## config.mk

```make
export PLATFORM = sky130hd
export DESIGN_NAME = reg_access_master_flat
export DESIGN_NICKNAME = d
export VERILOG_FILES = /design/src/rtl/reg_access_master_if.sv /design/src/rtl/reg_access_master.sv /design/src/flat_wrapper.sv
export SDC_FILE = /design/constraint.sdc
export NUM_CORES = 1
export LEC_CHECK = 0
export ABC_AREA = 1
export CAP_MARGIN = 30
export CORE_MARGIN = 5
export CORE_UTILIZATION = 43
export DETAILED_ROUTE_END_ITERATION = 8
export GPL_TIMING_DRIVEN = 0
export PLACE_DENSITY = 0.92
export SYNTH_ARGS = -nofsm -noshare
export SYNTH_HDL_FRONTEND = slang
export SYNTH_SLANG_ARGS = --single-unit
export TNS_END_PERCENT = 5
```

## constraint.sdc

```tcl
create_clock -name clk -period 3.73 [get_ports clk]
set_input_delay 0.373 -clock clk [delete_from_list [all_inputs] [get_ports clk]]
set_output_delay 0.373 -clock clk [all_outputs]
set_load 0.05 [all_outputs]
```

## src/rtl/reg_access_master_if.sv

```systemverilog
// Request/response handshake plus register-set strobe bus for reg_access_master.
// master modport: the initiator (reg_access_master); slave modport: the
// command source, the response consumer and the register-set responder.
interface reg_access_master_if #(
  parameter int ADDR_W = 10,
  parameter int DATA_W = 32
);
  logic              req_valid;
  logic              req_ready;
  logic [1:0]        req_op;
  logic [ADDR_W-1:0] req_addr;
  logic [DATA_W-1:0] req_wdata;
  logic              rsp_valid;
  logic              rsp_ready;
  logic [DATA_W-1:0] rsp_rdata;
  logic              rsp_err;
  logic              wr_en;
  logic              rd_en;
  logic [ADDR_W-1:0] addr;
  logic [DATA_W-1:0] wdata;
  logic [DATA_W-1:0] rdata;

  modport master (
    input  req_valid, req_op, req_addr, req_wdata, rsp_ready, rdata,
    output req_ready, rsp_valid, rsp_rdata, rsp_err, wr_en, rd_en, addr, wdata
  );

  modport slave (
    output req_valid, req_op, req_addr, req_wdata, rsp_ready, rdata,
    input  req_ready, rsp_valid, rsp_rdata, rsp_err, wr_en, rd_en, addr, wdata
  );
endinterface

```

## src/rtl/reg_access_master.sv

```systemverilog
// Register-set bus initiator: one request at a time, strobe sequencing toward
// the register set, read-data capture and a held response.
// Optional feature macro: REG_MASTER_RMW_EN enables read-modify-write
// (op 10 set bits, op 11 clear bits). Without it those ops are answered with
// an error response and no bus access.
//
// state | meaning
// IDLE  | req_ready high, waiting for a request
// READ  | rd_en high for one cycle, rdata captured at the end of the cycle
// WRITE | wr_en high for one cycle (plain write or RMW write-back)
// RSP   | rsp_valid high, response held until rsp_ready
module reg_access_master #(
  parameter int ADDR_W = 10,
  parameter int DATA_W = 32
) (
  input  logic                 clk,
  input  logic                 rst_n,
  reg_access_master_if.master  bus
);

  typedef enum logic [1:0] {IDLE, READ, WRITE, RSP} state_t;

  localparam logic [1:0] OP_WRITE = 2'b00;

  state_t            state_q, state_nxt;
  logic              wr_en_q, wr_en_nxt;
  logic              rd_en_q, rd_en_nxt;
  logic [ADDR_W-1:0] addr_q, addr_nxt;
  logic [DATA_W-1:0] wdata_q, wdata_nxt;
  logic              rsp_valid_q, rsp_valid_nxt;
  logic [DATA_W-1:0] rsp_rdata_q, rsp_rdata_nxt;
  logic              rsp_err_q, rsp_err_nxt;
  logic              req_err;

`ifdef REG_MASTER_RMW_EN
  // op_q[1] marks an RMW, op_q[0] selects clear (1) versus set (0)
  logic [1:0]        op_q, op_nxt;
  logic [DATA_W-1:0] mask_q, mask_nxt;
`endif

  // Misaligned addresses are always rejected; RMW ops only when compiled out.
`ifdef REG_MASTER_RMW_EN
  assign req_err = (bus.req_addr[1:0] != 2'b00);
`else
  assign req_err = (bus.req_addr[1:0] != 2'b00) || bus.req_op[1];
`endif

  // Next state and next registered output values.
  always_comb begin
    state_nxt     = state_q;
    wr_en_nxt     = 1'b0;
    rd_en_nxt     = 1'b0;
    addr_nxt      = addr_q;
    wdata_nxt     = wdata_q;
    rsp_valid_nxt = rsp_valid_q;
    rsp_rdata_nxt = rsp_rdata_q;
    rsp_err_nxt   = rsp_err_q;
`ifdef REG_MASTER_RMW_EN
    op_nxt        = op_q;
    mask_nxt      = mask_q;
`endif
    case (state_q)
      IDLE: begin
        if (bus.req_valid) begin
          rsp_rdata_nxt = '0;
          rsp_err_nxt   = 1'b0;
`ifdef REG_MASTER_RMW_EN
          op_nxt        = bus.req_op;
          mask_nxt      = bus.req_wdata;
`endif
          if (req_err) begin
            state_nxt     = RSP;
            rsp_valid_nxt = 1'b1;
            rsp_err_nxt   = 1'b1;
          end else if (bus.req_op == OP_WRITE) begin
            state_nxt = WRITE;
            wr_en_nxt = 1'b1;
            addr_nxt  = bus.req_addr;
            wdata_nxt = bus.req_wdata;
          end else begin
            state_nxt = READ;
            rd_en_nxt = 1'b1;
            addr_nxt  = bus.req_addr;
          end
        end
      end
      READ: begin
        rsp_rdata_nxt = bus.rdata;
`ifdef REG_MASTER_RMW_EN
        if (op_q[1]) begin
          state_nxt = WRITE;
          wr_en_nxt = 1'b1;
          wdata_nxt = op_q[0] ? (bus.rdata & ~mask_q) : (bus.rdata | mask_q);
        end else begin
          state_nxt     = RSP;
          rsp_valid_nxt = 1'b1;
        end
`else
        state_nxt     = RSP;
        rsp_valid_nxt = 1'b1;
`endif
      end
      WRITE: begin
        state_nxt     = RSP;
        rsp_valid_nxt = 1'b1;
      end
      RSP: begin
        if (bus.rsp_ready) begin
          state_nxt     = IDLE;
          rsp_valid_nxt = 1'b0;
        end
      end
      default: state_nxt = IDLE;
    endcase
  end

  // State and output registers; reset drops strobes and discards any request.
  always_ff @(posedge clk or negedge rst_n) begin
    if (!rst_n) begin
      state_q     <= IDLE;
      wr_en_q     <= 1'b0;
      rd_en_q     <= 1'b0;
      addr_q      <= '0;
      wdata_q     <= '0;
      rsp_valid_q <= 1'b0;
      rsp_rdata_q <= '0;
      rsp_err_q   <= 1'b0;
`ifdef REG_MASTER_RMW_EN
      op_q        <= 2'b00;
      mask_q      <= '0;
`endif
    end else begin
      state_q     <= state_nxt;
      wr_en_q     <= wr_en_nxt;
      rd_en_q     <= rd_en_nxt;
      addr_q      <= addr_nxt;
      wdata_q     <= wdata_nxt;
      rsp_valid_q <= rsp_valid_nxt;
      rsp_rdata_q <= rsp_rdata_nxt;
      rsp_err_q   <= rsp_err_nxt;
`ifdef REG_MASTER_RMW_EN
      op_q        <= op_nxt;
      mask_q      <= mask_nxt;
`endif
    end
  end

  assign bus.req_ready = (state_q == IDLE);
  assign bus.wr_en     = wr_en_q;
  assign bus.rd_en     = rd_en_q;
  assign bus.addr      = addr_q;
  assign bus.wdata     = wdata_q;
  assign bus.rsp_valid = rsp_valid_q;
  assign bus.rsp_rdata = rsp_rdata_q;
  assign bus.rsp_err   = rsp_err_q;

endmodule

```

## src/flat_wrapper.sv

```systemverilog
// flat-port wrapper written by rule: the top's interface ports become plain ports
module reg_access_master_flat 
#(
  parameter int ADDR_W = 10,
  parameter int DATA_W = 32
)
  (clk, rst_n, bus_req_valid, bus_req_op, bus_req_addr, bus_req_wdata, bus_rsp_ready, bus_rdata, bus_req_ready, bus_rsp_valid, bus_rsp_rdata, bus_rsp_err, bus_wr_en, bus_rd_en, bus_addr, bus_wdata);
  reg_access_master_if #(.ADDR_W(ADDR_W), .DATA_W(DATA_W)) bus_i ();
  input  logic clk;
  input  logic rst_n;
  input wire logic [$bits(bus_i.req_valid)-1:0] bus_req_valid;
  input wire logic [$bits(bus_i.req_op)-1:0] bus_req_op;
  input wire logic [$bits(bus_i.req_addr)-1:0] bus_req_addr;
  input wire logic [$bits(bus_i.req_wdata)-1:0] bus_req_wdata;
  input wire logic [$bits(bus_i.rsp_ready)-1:0] bus_rsp_ready;
  input wire logic [$bits(bus_i.rdata)-1:0] bus_rdata;
  output wire logic [$bits(bus_i.req_ready)-1:0] bus_req_ready;
  output wire logic [$bits(bus_i.rsp_valid)-1:0] bus_rsp_valid;
  output wire logic [$bits(bus_i.rsp_rdata)-1:0] bus_rsp_rdata;
  output wire logic [$bits(bus_i.rsp_err)-1:0] bus_rsp_err;
  output wire logic [$bits(bus_i.wr_en)-1:0] bus_wr_en;
  output wire logic [$bits(bus_i.rd_en)-1:0] bus_rd_en;
  output wire logic [$bits(bus_i.addr)-1:0] bus_addr;
  output wire logic [$bits(bus_i.wdata)-1:0] bus_wdata;
  assign bus_i.req_valid = bus_req_valid;
  assign bus_i.req_op = bus_req_op;
  assign bus_i.req_addr = bus_req_addr;
  assign bus_i.req_wdata = bus_req_wdata;
  assign bus_i.rsp_ready = bus_rsp_ready;
  assign bus_i.rdata = bus_rdata;
  assign bus_req_ready = bus_i.req_ready;
  assign bus_rsp_valid = bus_i.rsp_valid;
  assign bus_rsp_rdata = bus_i.rsp_rdata;
  assign bus_rsp_err = bus_i.rsp_err;
  assign bus_wr_en = bus_i.wr_en;
  assign bus_rd_en = bus_i.rd_en;
  assign bus_addr = bus_i.addr;
  assign bus_wdata = bus_i.wdata;
  reg_access_master #(.ADDR_W(ADDR_W), .DATA_W(DATA_W)) u_core (.clk(clk), .rst_n(rst_n), .bus(bus_i));
endmodule
```

==> impl_metrics.ini <==
[outcome]
status = complete, no violations

[synth]
yosysSeqAreaShare = 0.622
synth.distinct_cells = 19
synth_area_mm2 = 0.00322
yosysWarnings = 0
synth.avg_cell_area_um2 = 8.99
syn_inst = 358
synthTopCellsByArea = dfrtp_1 62%, nand2_1 15%, nand3_1 5.4%
syn_nets = 442
synth_top_area_share = 0.622
synth_top_area_cell = dfrtp_1
synth-seq-cells = 80

[cts]
cts-root-buf = clkbuf_8
post_cts_buffers = 0
clk_pin_slew_ns = 0.07
htree_levels = 3
cts-resized-gates = 0
holdBufCountCts = 0
cts_max_path_buffers = 2
cts_made_buffers = 9
tritoncts = done
clk_latency_ns = 0.33
clock_sinks = 80

[pwr]
powerDensity_mw_per_mm2 = 894
leakage_nw = 2.45
power_mw = 4.59
max-vdd-ir-drop_mv = 0.477

[critical_path]
r2r_setup_slack_ns = 2.05
rr_worst_depth = 6
cp-start-kind = register
path_max_fanout = 5
path_delay_family = buffers and inverters
slowest_delay_ns = 0.86
worst_ep_required_time_ns = 3.36
cp_num_buf_inv = 2
path_cells = inv_1, ha_1, clkdlybuf4s50_1
r2r_start = u_core.state_q[0]
crit_slowest_cell = clkdlybuf4s50_1
crit_start = u_core.state_q[1]
worstSetupPathType = register to output port
crit_cells = 3
crit_end = bus_req_ready
endpoint_kind = output port
r2r-end = u_core.bus.rsp_rdata[16]
cp_data_arrival_time_ns = 1.96

[grt]
grt_max_degree = 43
grt_pass1_vias = 2922
grt_use_total = 0.189
antenna_found_initial = 0
grt_pass1_wl_mm = 13.6
gr-total-overflow = 0

[timing]
tns_ns = 0
finalCritPeriodShare = 0.625
rsz0062_at_grt = no
worst_slew_pin_slew_ns = 0.534
finalHoldViolations = 0
relSlewSlack = 0.643
drv_slew = 0
fin_skew_ns = 0.00749
setup_viol = 0
period_minus_slack_ns = 2.33
fmax_mhz = 429

[placed_design]
placed_area_mm2 = 0.00494
hpwl_mm = 6.87
routabilityCongestion = 0.711
io_buffers = 158

[die]
start_util = 0.444
core_area_mm2 = 0.00725
ios = 159
rows = 31
die_w_um = 96.5
die_area_mm2 = 0.00931
die_h_um = 96.5

[drt]
routed_wl_mm = 8.77
drc = 0
ant_nets = 0
via_per_inst = 4.61
firstDrtPassIters = 4
dr_total_vias = 2906
drt_iter0_markers = 92
detail_route.wl_per_cell_um = 13.9

[finish]
fill_cells = 571
design_area_mm2 = 0.00513
nNetsFinal = 612
diodes = 0
area_growth_pct = 59.4
multi_input_area_um2 = 967
drive_above_1_share = 0.0545
seqCellArea_mm2 = 0.00200

[hold_path]
worstHoldPathType = input port to async pin

[job]
max-cap-violations = 0
## layout by cell type, fill, tap and decap left out, types with 4 or more instances in the layout
cell type	n
nand2_1	131
nand3_1	35
clkdlybuf4s50_1	157
o21ai_0	32
buf_4	4
nor2_1	7
ha_1	4
clkbuf_8	10
dfrtp_1	80
clkbuf_1	9
inv_1	41
buf_2	6
## kinds of logic after synthesis
kind of cell | share of synthesized area
simple gates | 0.230
flops | 0.622
buf+inv | 0.0770
compound gates | 0.0552
fa+ha+maj | 0.0156
## where the power goes
group          total [mW]  switching, mW  internal, mW
sequential           1.39          0.181          1.20
combinational        2.59           1.75         0.843
clock               0.609          0.285         0.324
## worst min path at each step
stage,from,endpoint,slack [ns]
3_3_place_gp,u_core.bus.addr[0],u_core.bus.addr[0],0.45
6_report,rst_n,u_core.bus.wdata[1],0.008
3_5_place_dp,rst_n,u_core.bus.wdata[1],0.38
5_1_grt,rst_n,u_core.bus.rsp_rdata[25],0.03
4_1_cts,rst_n,u_core.bus.wdata[1],0.01
2_1_floorplan,rst_n,u_core.bus.addr[0],0.08
## state kept, by name (all words and copies together), names as in the netlist
name and count:
u_core.bus.wdata 32, u_core.bus.rd_en 1, u_core.bus.rsp_rdata 32, u_core.bus.rsp_err 1, u_core.bus.rsp_valid 1, u_core.state_q 2, u_core.bus.addr 10, u_core.bus.wr_en 1
## layout make-up
cell class | count | share of cell area
inverter | 44 | 0.0322
timing repair buffer | 159 | 0.312
buffer | 17 | 0.0161
sequential | 80 | 0.390
tap | 99 | 0.0242
clock buffer | 12 | 0.0283
clock inverter | 3 | 0.00830
multi-input combinational | 217 | 0.189
## routing by layer
layer | track usage | wire length, µm
met1 | 0.227 | 3570
met2 | 0.325 | 4400
met3 | 0.0604 | 697
met4 | 0.0526 | 102
met5 | 0 | 0
## synth_stat cells
library cell and number:
nand2_1 131, dfrtp_1 80, inv_1 41, nand3_1 35, o21ai_0 32, clkbuf_1 7, nor2_1 7, buf_2 6
ha_1 4, buf_4 3, a21oi_1 2, inv_2 2, nor2_4 2, buf_1 1, clkinv_1 1, nand3_2 1
nand3b_1 1, nand4_1 1, o21a_1 1
## through the flow
step	utilization	hold WS, ns	setup WS (ns)	cells
6_report	0.707	0.00843	1.40	631
5_1_grt	0.707	0.0280	1.28	631
4_1_cts	0.707	0.0109	1.36	631
3_5_place_dp	0.681	0.382	1.74	616
3_3_place_gp	0.679	0.455	-0.372	615
2_1_floorplan	-	0.0774	1.96	358
Power figures use the tool's default switching activity.
